## src/rtl/alu_sequencer.sv

```systemverilog
`default_nettype none
// ============================================================================
// Module   : alu_sequencer
// Purpose  : Queues ALU requests in a small FIFO and issues them one at a
//            time to an external combinational ALU. Each result is returned
//            as a held valid/ready response, in the order it was accepted.
// Revision : 1.0 - initial release
// ----------------------------------------------------------------------------
// Ports    : clk, rst_n                      clock, synchronous active-low reset
//            req_valid/req_ready/req_op/a/b  request handshake and payload
//            alu_operand1/2, alu_operation,
//            alu_enable                      registered drive to the ALU
//            alu_result                      combinational ALU output
//            rsp_valid/rsp_ready/rsp_data/
//            rsp_err                         response handshake and payload
//            busy                            sequencer active or queue non-empty
// Options  : ALU_SEQ_DIVZERO_CHECK_EN - when defined, a divide (op 111) with
//            b == 0 is not sent to the ALU; it answers 8'hFF with rsp_err=1.
// ============================================================================
module alu_sequencer #(
    parameter int FIFO_DEPTH = 4
) (
    input  logic       clk,
    input  logic       rst_n,
    input  logic       req_valid,
    output logic       req_ready,
    input  logic [2:0] req_op,
    input  logic [7:0] req_a,
    input  logic [7:0] req_b,
    output logic [7:0] alu_operand1,
    output logic [7:0] alu_operand2,
    output logic [2:0] alu_operation,
    output logic       alu_enable,
    input  logic [7:0] alu_result,
    output logic       rsp_valid,
    input  logic       rsp_ready,
    output logic [7:0] rsp_data,
    output logic       rsp_err,
    output logic       busy
);

    localparam int             c_AW   = $clog2(FIFO_DEPTH);
    localparam int             c_EW   = 19;  // {op[2:0], a[7:0], b[7:0]}
    localparam logic [c_AW:0]  c_FULL = (c_AW + 1)'(FIFO_DEPTH);

    localparam logic [1:0] c_IDLE  = 2'd0;
    localparam logic [1:0] c_ISSUE = 2'd1;
    localparam logic [1:0] c_RESP  = 2'd2;

    logic [c_EW-1:0] r_mem [FIFO_DEPTH];
    logic [c_AW-1:0] r_wr_ptr;
    logic [c_AW-1:0] r_rd_ptr;
    logic [c_AW:0]   r_count;
    logic [1:0]      r_state;

    logic            w_full;
    logic            w_empty;
    logic            w_push;
    logic            w_pop;
    logic [c_EW-1:0] w_head;

    assign w_full  = (r_count == c_FULL);
    assign w_empty = (r_count == '0);
    // Readiness is purely "not full": a pop on the same edge never opens a
    // slot for a request arriving while the queue is full.
    assign req_ready = rst_n & ~w_full;
    assign w_push    = req_valid & req_ready;
    // The head leaves the queue either from IDLE or straight out of a
    // completing response handshake, which gives one response per 2 cycles.
    assign w_pop  = ~w_empty & ((r_state == c_IDLE) | ((r_state == c_RESP) & rsp_ready));
    assign w_head = r_mem[r_rd_ptr];
    assign busy   = (r_state != c_IDLE) | ~w_empty;

`ifdef ALU_SEQ_DIVZERO_CHECK_EN
    logic w_dz;
    logic r_dz;
    assign w_dz = (w_head[18:16] == 3'b111) & (w_head[7:0] == 8'h00);
`else
    assign rsp_err = 1'b0;
`endif

    // Storage needs no reset: occupancy and pointers define validity.
    always_ff @(posedge clk) begin
        if (w_push) begin
            r_mem[r_wr_ptr] <= {req_op, req_a, req_b};
        end
    end

    // Pointers wrap naturally because the depth is a power of two.
    always_ff @(posedge clk) begin
        if (!rst_n) begin
            r_wr_ptr <= '0;
            r_rd_ptr <= '0;
            r_count  <= '0;
        end else begin
            if (w_push) r_wr_ptr <= r_wr_ptr + 1'b1;
            if (w_pop)  r_rd_ptr <= r_rd_ptr + 1'b1;
            case ({w_push, w_pop})
                2'b10:   r_count <= r_count + 1'b1;
                2'b01:   r_count <= r_count - 1'b1;
                default: r_count <= r_count;
            endcase
        end
    end

    always_ff @(posedge clk) begin
        if (!rst_n) begin
            r_state       <= c_IDLE;
            alu_operand1  <= 8'h00;
            alu_operand2  <= 8'h00;
            alu_operation <= 3'b000;
            alu_enable    <= 1'b0;
            rsp_valid     <= 1'b0;
            rsp_data      <= 8'h00;
`ifdef ALU_SEQ_DIVZERO_CHECK_EN
            rsp_err       <= 1'b0;
            r_dz          <= 1'b0;
`endif
        end else begin
            // Loading the ALU is common to both pop sources (IDLE and RESP).
            if (w_pop) begin
                alu_operation <= w_head[18:16];
                alu_operand1  <= w_head[15:8];
                alu_operand2  <= w_head[7:0];
`ifdef ALU_SEQ_DIVZERO_CHECK_EN
                alu_enable    <= ~w_dz;
                r_dz          <= w_dz;
`else
                alu_enable    <= 1'b1;
`endif
            end
            case (r_state)
                c_IDLE: begin
                    if (w_pop) r_state <= c_ISSUE;
                end
                c_ISSUE: begin
`ifdef ALU_SEQ_DIVZERO_CHECK_EN
                    rsp_data <= r_dz ? 8'hFF : alu_result;
                    rsp_err  <= r_dz;
`else
                    rsp_data <= alu_result;
`endif
                    alu_enable <= 1'b0;
                    rsp_valid  <= 1'b1;
                    r_state    <= c_RESP;
                end
                c_RESP: begin
                    if (rsp_ready) begin
                        rsp_valid <= 1'b0;
                        r_state   <= w_pop ? c_ISSUE : c_IDLE;
                    end
                end
                default: r_state <= c_IDLE;
            endcase
        end
    end

endmodule
`default_nettype wire

```

## config.mk

```make
export PLATFORM = sky130hd
export DESIGN_NAME = alu_sequencer
export DESIGN_NICKNAME = d
export VERILOG_FILES = /design/src/rtl/alu_sequencer.sv
export SDC_FILE = /design/constraint.sdc
export NUM_CORES = 1
export LEC_CHECK = 0
export ABC_AREA = 1
export BUFFER_PORTS_ARGS = -buffer_cell sky130_fd_sc_hd__buf_2
export CORE_UTILIZATION = 55
export CTS_CLUSTER_SIZE = 24
export DETAILED_ROUTE_END_ITERATION = 10
export PLACE_DENSITY = 0.76
export SLEW_MARGIN = 0
export SYNTH_ARGS = -nofsm -noshare
export SYNTH_HDL_FRONTEND = slang
export SYNTH_SLANG_ARGS = --single-unit
```

## constraint.sdc

```tcl
create_clock -name clk -period 5 [get_ports clk]
set_clock_uncertainty 0.15 [all_clocks]
set_input_delay 1.25 -clock clk [delete_from_list [all_inputs] [get_ports clk]]
set_output_delay 1.25 -clock clk [all_outputs]
set_load 0.02 [all_outputs]
```

* Word-level counts from Yosys, hierarchy flattened
Memory sizes are Yosys's and may differ from the RTL's. A register that Yosys moved wholly into a read port is not among the register bits.
Index checks and enable logic that the tools add are counted.
** Storage, ports and cells
- Register bits after elaboration :: 19
- Bits in latches :: 0
- Bits in writable memories :: 76
- Bits in read-only memories :: 0
- Input bits :: 31
- Output and inout port bits :: 32
- Word-level logic and storage cells :: 46
- Memories kept :: 1
** Memories
- r_mem :: words 4, width 19, read ports 1, clocked after Yosys merged registers in 1, write ports 1, RTL line 50 : logic [c_EW-1:0] r_mem [FIFO_DEPTH];
** Cells by class
- Add/subtract/negate cells :: 4
- Multiply operators :: 0
- Divide/modulo/power cells :: 0
- $lt $le $gt $ge :: 0
- Equality and inequality tests :: 7
- Shift operators :: 0
- Multiplexer cells :: 9
- Bitwise gates (word level) :: 9
- Reduce and logical (&&, ||, !) cells :: 9
** Operators with widths (number)
- 2-bit one-hot mux with 3 select lines :: 1
- 3-bit one-hot mux with 2 select lines :: 1
- 2-bit nonzero test :: 3
- 2-bit by 1-bit adder with 2-bit output (second input constant) :: 2
- 1-bit bitwise AND :: 4
- 2-bit by 1-bit == test with 1-bit output (second input constant) :: 2
- 2-bit == test (second input constant) :: 2
- 1-bit two-way mux :: 4
- 2-bit two-way mux :: 2
- 2-bit != test (second input constant) :: 2
- 2-bit AND reduction :: 2
- 3-bit by 1-bit adder with 3-bit output (second input constant) :: 1
- 3-bit == test (second input constant) :: 1
- 3-bit zero test :: 1
- 1-bit NOT :: 3
- 3-bit by 1-bit subtractor with 3-bit output (second input constant) :: 1
- 2-bit zero test :: 1
- 1-bit bitwise OR :: 2
- 1-bit one-hot mux with 2 select lines :: 1
- 2-bit OR reduction :: 1
- 1-bit zero test :: 1

* Logic depth before layout (Yosys ltp)
Gate-level depths: netlist of run 1.
- Word-level depth :: 7
- Gate-level depth with buffers :: 10
- Mapped depth without buffers :: 10

* Worst setup path before layout of run 1
OpenSTA, ideal clock, no wires.
- Kind :: input-to-output
- Start :: input port rst_n
- End :: output port req_ready
- Data arrival time :: 1.899 ns
- Required time :: 3.600 ns
- Setup slack :: 1.701 ns
- Stages :: 3
- Buffers on the path :: 1
- Cell sequence :: buf_2 inv_1 a31oi_1
** Between the ends
- Word-level cells in the longest chain between the ends :: 1
** Ends and longest elaborated chain
- start: declaration :: RTL line 24 : input logic rst_n,
- 1-bit bitwise AND :: RTL line 66 : assign req_ready = rst_n & ~w_full;
- end: declaration :: RTL line 26 : output logic req_ready,
Every way passes these cells.

* Worst setup path in the final report of run 1
Same ends and word-level chain as after synthesis.

==> results of run 1 <==
[critical path, delay by kind of cell]
kind / cells / cell delay (ns)
buffers and inverters: 3 / 0.92
AOI/OAI and AO/OA: 1 / 0.26
[flip-flops by register name, indices dropped and copies added, names as in the netlist]
register and cells:
alu_operand1 8, rsp_valid 1, r_rd_ptr 2, rsp_data 8
alu_operation 3, alu_operand2 8, r_count 3, alu_enable 1
r_mem 76, r_wr_ptr 2, r_state 2
[cell type report]
cell class	instances	area (um^2)
inverters	112	423
fillers	623	2650
well taps	105	131
repair buffers	66	343
clock buffers	18	418
clock inverters	14	121
flip-flops and latches	114	3040
multi-input cells	288	1250
[per-stage QoR]
stage,utilization,hold slack [ns]
after global routing,0.684,0.368
after floorplan,-,0.333
after global placement,0.619,0.312
final,0.684,0.326
after CTS,0.684,0.332
after detailed placement,0.619,0.324
[where the power goes]
| group | switching (mW) | total, mW | internal, mW |
|---|---|---|---|
| combinational | 0.748 | 1.10 | 0.351 |
| clock | 0.398 | 1.09 | 0.694 |
| sequential | 0.120 | 1.29 | 1.17 |
| total | 1.27 | 3.48 | 2.22 |
[layer usage]
| layer | share of wire | up-vias |
|---|---|---|
| li1 | - | 1766 |
| met1 | 0.41 | 1602 |
| met2 | 0.50 | 133 |
| met3 | 0.064 | 22 |
| met4 | 0.020 | 0 |
| met5 | 0 | - |
[kinds of logic (layout without fill, tap and decap cells)]
kind of cell	after synthesis	count (layout)	share of synthesized area
AO/OA/AOI/OAI	18	18	0.0198
adder cells (fa/ha/maj)	6	6	0.0170
buffers and inverters	135	210	0.117
flip-flops	114	114	0.625
other	1	1	0.000771
AND/OR/NAND/NOR	263	263	0.220
[worst max-delay path by stage]
stage / endpoint / slack (ns)
global placement: req_ready / 1.22
finish: req_ready / 1.16
global route: req_ready / 1.04
floorplan: req_ready / 1.70
CTS: req_ready / 1.16
detailed placement: req_ready / 1.19
[cells in the final DEF, fill, tap and decap left out, types with 2 or more instances in the layout]
| cell | instances |
|---|---|
| nand2_1 | 145 |
| inv_1 | 111 |
| edfxtp_1 | 76 |
| nor2_1 | 65 |
| buf_2 | 61 |
| nand3_1 | 46 |
| dfxtp_1 | 38 |
| clkbuf_16 | 16 |
| o21ai_0 | 10 |
| clkinv_2 | 6 |
| a21oi_1 | 5 |
| ha_1 | 5 |
| buf_4 | 5 |
| clkinv_1 | 4 |
| nand3b_1 | 2 |
| a31oi_1 | 2 |
| nand4_1 | 2 |
| bufinv_16 | 2 |
==> flow_metrics.tcl, run 1 <==
set metrics [dict create \
    h-tree-depth 4 \
    fin_setup_tns_ns 0 \
    clkTransAtPathRegs_ns 0.06 \
    grt.overflow.total 0 \
    synth_area_leaders "edfxtp_1, dfxtp_1, nand2_1" \
    netlist.area_leader.share 0.469 \
    required_ns 3.60 \
    row_count 33 \
    grt.busiest_layer "met2" \
    crit_chain "buf_2, inv_1, a31oi_1, buf_2" \
    ys.flop_type "edfxtp_1" \
    route.detailed.drc 0 \
    instances_no_fill 717 \
    fin_crit_sh 0.768 \
    synth_largest_area_cell "edfxtp_1" \
    clk_path_buf_depth 2 \
    tritoncts.num_buffers 17 \
    synthDistinctLibCells 24 \
    firstDrtPassIters 5 \
    avgRoutedWirePerCell_um 13.4 \
    cpMaxStageDelayCell "buf_2" \
    finalHoldViolations 0 \
    die_height_um 96.1 \
    tightest_slew_ns 0.934 \
    detailed_place_hpwl_um 5610 \
    portBuffers 61 \
    clk_latency_ns 0.51 \
    grt_pass1_wl_um 15300 \
    reg2regPathDepth 10 \
    whs_path_depth 2 \
    r2r_setup_slack_ns 2.12 \
    nNetsFinal 636 \
    grt_use_total 0.228 \
    synth-seq-cells 114 \
    grt_antenna_before_repair 0 \
    postSynthCellCount 537 \
    reg2reg_from "r_count[0]" \
    cellLeakagePower_nw 2.79 \
    grtUsageMet1 0.272 \
    initial_utilization 0.581 \
    diodes 0 \
    cts_tree "done" \
    regToRegEndpoint "r_count[2]" \
    cpPeakStageDelay_ns 0.47 \
    status "completed" \
    drive_gt1_frac 0.160 \
    cts-root-buf "clkbuf_8" \
    dp.cells 685 \
    cts_setup_buffers 0 \
    maxSlewViolCount 0 \
    post_dp_cell_area_um2 5190 \
    power_mw 3.48 \
    layout_setup_ws_ns 1.16 \
    synth_nets 574 \
    setup.worst_path.end_class "output pin" \
    syn_avg_cell_area_um2 9.06 \
    maxCapViolations 0 \
    hold_end "rsp_valid" \
    synth_async_sr_flop_share 0 \
    grt_pass1_vias 3269 \
    dr.first_iter.drc_count 180 \
    ir_worst_vdd_mv 0.269 \
    fin_area_um2 5730 \
    cts_resized 0 \
    grt_setup_unrepaired "no" \
    post-place-ws_ns 1.19 \
    critPathLaunchType "input port" \
    hold_path_class "register to register" \
    power_density_nw_per_um2 608 \
    viasPerCell 4.91 \
    met3_usage 0.0664 \
    grt_util_met2 0.382 \
    syn_to_final_growth_pct 17.8 \
    chipWidth_um 96.1 \
    synth_commonest_cells "nand2_1, inv_1, edfxtp_1, nor2_1, nand3_1" \
    worstSetupPathType "input port to output pin" \
    cts_sinks 114 \
    dieArea_um2 9230 \
    crit_fanout 36 \
    min-delay-start "rsp_valid" \
    postRouteAntennaNets 0 \
    setup.worst_path.start "rst_n" \
    yosysSeqAreaShare 0.625 \
    synth-edff-count 76 \
    gp_congestion 0.760 \
    coreArea_um2 8380 \
    max-slew-margin-rel 0.376 \
    holdBufCountCts 0 \
    yosysWarningCount 0 \
    finalWirelength_um 9600 \
    vias 3523 \
    grt_max_degree 42 \
    critical_path_arrival_ns 2.44 \
    finalSetupViolations 0 \
    ioPinCount 63 \
    min_period_ns 3.84 \
    max_freq_ghz 0.261 \
    cpMostUsedCell "buf_2" \
    synth.cell_area_um2 4870 \
    synth_most_common_cell "nand2_1" \
]
(Power assumes the default switching activity.)
==> run 2, diff against run 1 <==
- CORE_UTILIZATION: 55 -> 52
- clock period: 5 -> 3.3 ns (I/O delays scaled with it)
==> run 2 against run 1 <==
Routed wire length up 4.7%; clock power increased by 78%; non-clock buffer count rose by 4; worst setup slack got worse by 0.61 ns; flip-flop and latch count did not move; final cell count grew 0.98%; sequential share of layout area down 1.2 points; core utilization decreased by 2.4 points; critical endpoint unchanged; largest cell class unchanged; power up 61%.
==> flow_metrics.tcl, run 2 (synthesized netlist as in run 1, its figures left out) <==
set metrics [dict create \
    drive_gt1_frac 0.177 \
    vias 3594 \
    h-tree-depth 4 \
    firstDrtPassIters 7 \
    clk_path_buf_depth 2 \
    p_int_mw 3.65 \
    clk_latency_ns 0.52 \
    p_sw_frac 0.348 \
    power_frac_seq 0.343 \
    cellLeakagePower_nw 2.85 \
    required_ns 2.32 \
    cts_sinks 114 \
    post-place-ws_ns 0.588 \
    fin_setup_tns_ns 0 \
    hold-worst-slack_ns 0.338 \
    grt_pass1_wl_um 16400 \
    p_comb_frac 0.311 \
    gp_congestion 0.746 \
    ioPinCount 63 \
    status "completed" \
    p_switching_mw 1.95 \
    dr.first_iter.drc_count 207 \
    holdBufCountCts 0 \
    viasPerCell 4.96 \
    setup.worst_path.end_class "output pin" \
    top_register "r_mem" \
    critPathLaunchType "input port" \
    coreArea_um2 8890 \
    hold_path_class "register to register" \
    fin_crit_sh 0.834 \
    finalWirelength_um 10100 \
    clkTransAtPathRegs_ns 0.05 \
    diodes 0 \
    avgRoutedWirePerCell_um 13.9 \
    grt_max_degree 41 \
    die_height_um 98.7 \
    postRouteAntennaNets 0 \
    grt.overflow.total 0 \
    maxCapViolations 0 \
    chipWidth_um 98.7 \
    crit_fanout 19 \
    grt_pass1_vias 3535 \
    mostFrequentLayoutCells "nand2_1, inv_1, edfxtp_1" \
    route.detailed.drc 0 \
    worstSetupPathType "input port to output pin" \
    grt_use_total 0.226 \
    dieArea_um2 9750 \
    detailed_place_hpwl_um 5890 \
    tritoncts.num_buffers 17 \
    finalSetupViolations 0 \
    fillers 664 \
    syn_to_final_growth_pct 20.6 \
    ir_worst_vdd_mv 0.443 \
    grt_antenna_before_repair 0 \
    power_frac_clock 0.346 \
    row_count 34 \
    largest_reg_flops 76 \
    power_density_nw_per_um2 954 \
    max-slew-margin-rel 0.462 \
    critical_path_arrival_ns 1.78 \
    min_period_ns 2.75 \
    grt_setup_unrepaired "no" \
    tightest_slew_ns 0.806 \
    cts-root-buf "clkbuf_8" \
    cts_setup_buffers 0 \
    layout_setup_ws_ns 0.548 \
    portBuffers 61 \
    layout_commonest_cell "nand2_1" \
    maxSlewViolCount 0 \
    max_freq_ghz 0.363 \
    initial_utilization 0.547 \
    nNetsFinal 640 \
    cts_resized 0 \
    cts_tree "done" \
    finalHoldViolations 0 \
]
==> run 2: final timing paths <==
kind	slack, ns	to	cells past startpoint	start
hold / removal	0.34	rsp_valid	2	rsp_valid
hold reg to reg	0.34	rsp_valid	2	rsp_valid
setup reg to reg	1.06	r_count[2]	10	r_count[0]
setup / recovery	0.55	req_ready	4	rst_n
==> run 2: power groups by stage <==
stage / Clock, mW / Combinational [mW] / Sequential [mW]
2_1_floorplan: 0 / 1.15 / 2.12
3_3_place_gp: 0 / 1.66 / 1.94
3_5_place_dp: 0 / 1.72 / 1.95
4_1_cts: 1.96 / 1.75 / 1.92
5_1_grt: 2.03 / 1.97 / 1.96
6_report: 1.94 / 1.74 / 1.92
==> run 2: routing by layer <==
layer | track usage | up-vias | routed length, um
met4 | 0.117 | 0 | 200
li1 | - | 1775 | -
met5 | 0 | - | 0
met2 | 0.399 | 130 | 5270
met1 | 0.249 | 1670 | 4010
met3 | 0.0645 | 19 | 575
==> run 2: per-stage QoR <==
stage / std cells / area [um^2] / utilization / power, mW
floorplan: 537 / 4870 / - / 3.27
finish: 724 / 5870 / 0.660 / 5.60
global route: 724 / 5870 / 0.660 / 5.95
detailed placement: 692 / 5240 / 0.589 / 3.67
global placement: 692 / 5240 / 0.589 / 3.60
CTS: 724 / 5870 / 0.660 / 5.63
==> run 2: area by class of cell <==
| cell class | count | area, um^2 | share of cell area |
|---|---|---|---|
| clock buffers | 20 | 445 | 0.0759 |
| flip-flops and latches | 114 | 3040 | 0.519 |
| well taps | 108 | 135 | 0.0230 |
| clock inverters | 12 | 186 | 0.0318 |
| repair buffers | 70 | 373 | 0.0635 |
| multi-input cells | 288 | 1260 | 0.215 |
| inverters | 112 | 423 | 0.0721 |
==> run 2: worst max-delay path: stages <==
cell     delay [ns]
buf_2          0.30
inv_1          0.19
a31oi_1        0.25
buf_2          0.21
==> run 3, diff against run 2 <==
- clock period: 3.3 -> 2.26 ns (I/O delays scaled with it)
==> run 3 against run 2 <==
Power increased by 41%; largest cell class unchanged; global-route usage decreased by 1.2 points; first-iteration DRC count decreased by 33%; largest power group is now sequential cells.
==> flow_metrics.tcl, run 3 (synthesized netlist as in run 1, its figures left out) <==
set metrics [dict create \
    fin_crit_sh 0.957 \
    ioPinCount 63 \
    route.detailed.drc 0 \
    clk_path_buf_depth 2 \
    layout_commonest_cell "nand2_1" \
    dr.first_iter.drc_count 138 \
    dp.cells 698 \
    grt_pass1_vias 3481 \
    drive_gt1_frac 0.195 \
    instances_no_fill 730 \
    layout_setup_ws_ns 0.0961 \
    cts_setup_buffers 0 \
    firstDrtPassIters 4 \
    tritoncts.num_buffers 17 \
    initial_utilization 0.547 \
    required_ns 1.54 \
    viasPerCell 4.87 \
    post_dp_cell_area_um2 5290 \
    max_freq_ghz 0.462 \
    crit_fanout 4 \
    die_height_um 98.7 \
    critical_path_arrival_ns 1.45 \
    maxSlewViolCount 0 \
    ir_worst_vdd_mv 0.599 \
    finalWirelength_um 9500 \
    chipWidth_um 98.7 \
    dieArea_um2 9750 \
    post-place-ws_ns -0.0579 \
    cts_sinks 114 \
    nNetsFinal 646 \
    grt_max_degree 41 \
    portBuffers 61 \
    avgRoutedWirePerCell_um 13.0 \
    holdBufCountCts 0 \
    gp_congestion 0.739 \
    fillers 679 \
    cts-root-buf "clkbuf_8" \
    grt_pass1_wl_um 15800 \
    top_register "r_mem" \
    vias 3554 \
    grt.overflow.total 0 \
    hold_path_class "input port to register" \
    syn_to_final_growth_pct 20.8 \
    maxCapViolations 0 \
    status "completed" \
    grt_use_total 0.214 \
    cts_tree "done" \
    h-tree-depth 4 \
    clkTransAtPathRegs_ns 0.06 \
    coreArea_um2 8890 \
    largest_reg_flops 76 \
    fin_area_um2 5880 \
    setup.worst_path.end_class "output pin" \
    row_count 34 \
    power_density_nw_per_um2 1350 \
    postRouteAntennaNets 0 \
    critPathLaunchType "register" \
    finalSetupViolations 0 \
    grt_setup_unrepaired "no" \
    tightest_slew_ns 0.774 \
    min_period_ns 2.16 \
    clk_latency_ns 0.52 \
    power_mw 7.92 \
    cellLeakagePower_nw 2.83 \
    detailed_place_hpwl_um 5700 \
    mostFrequentLayoutCells "nand2_1, inv_1, edfxtp_1" \
    diodes 0 \
    grt_antenna_before_repair 0 \
    max-slew-margin-rel 0.484 \
    finalHoldViolations 0 \
    worstSetupPathType "register to output pin" \
]
[run 3: cell types whose count changed in the layout (fill, tap and decap cells not counted), sizes merged]
cell and delta:
clkinvlp +5, inv +1, clkbuf -3, bufinv -3, buf +6
[run 3: layer usage]
metal	up-vias	wire, um	part of all wire	GRT usage
li1	1794	-	-	-
met1	1638	3910	0.41	0.244
met2	100	4950	0.52	0.385
met3	22	476	0.050	0.0525
met4	0	170	0.018	0.0918
met5	-	0	0	0
[run 3: final cells by class]
cell class / count / area [um^2] / share of cell area
clock buffers: 17 / 414 / 0.0705
inverters: 112 / 423 / 0.0720
flip-flops and latches: 114 / 3040 / 0.518
repair buffers: 76 / 430 / 0.0733
well taps: 108 / 135 / 0.0230
clock inverters: 15 / 163 / 0.0277
multi-input cells: 288 / 1270 / 0.216
[run 3: final timing paths]
check,slack [ns],cells after the start,from,endpoint
setup / recovery,0.1,3,r_count[1],req_ready
hold / removal,0.11,1,req_b[5],r_mem[3][5]
setup reg to reg,0.14,9,r_count[0],r_count[2]
hold reg to reg,0.31,2,rsp_valid,rsp_valid
[run 3: what timing repair did]
| item | CTS | global route |
|---|---|---|
| gates resized for setup | 0 | 4 |
| setup endpoints to repair | 0 | 2 |
| hold endpoints to repair | 0 | 0 |
[run 3: through the flow]
stage	hold slack (ns)	util	setup TNS [ns]
after floorplan	0.333	-	-3.21
after global placement	0.304	0.595	0
after detailed placement	0.309	0.595	-0.0579
final	0.109	0.661	0
after CTS	0.0985	0.660	0
after global routing	0.0990	0.661	0
[run 3: worst max-delay path, stage by stage, from the launching register on]
cell     delay [ns]
dfxtp_1        0.37
inv_2          0.07
a31oi_1        0.27
buf_2          0.22
[run 3: where the power goes]
group,switching (mW),total [mW],internal (mW)
registers,0.200,2.79,2.59
logic,1.72,2.59,0.863
clock network,0.971,2.54,1.57
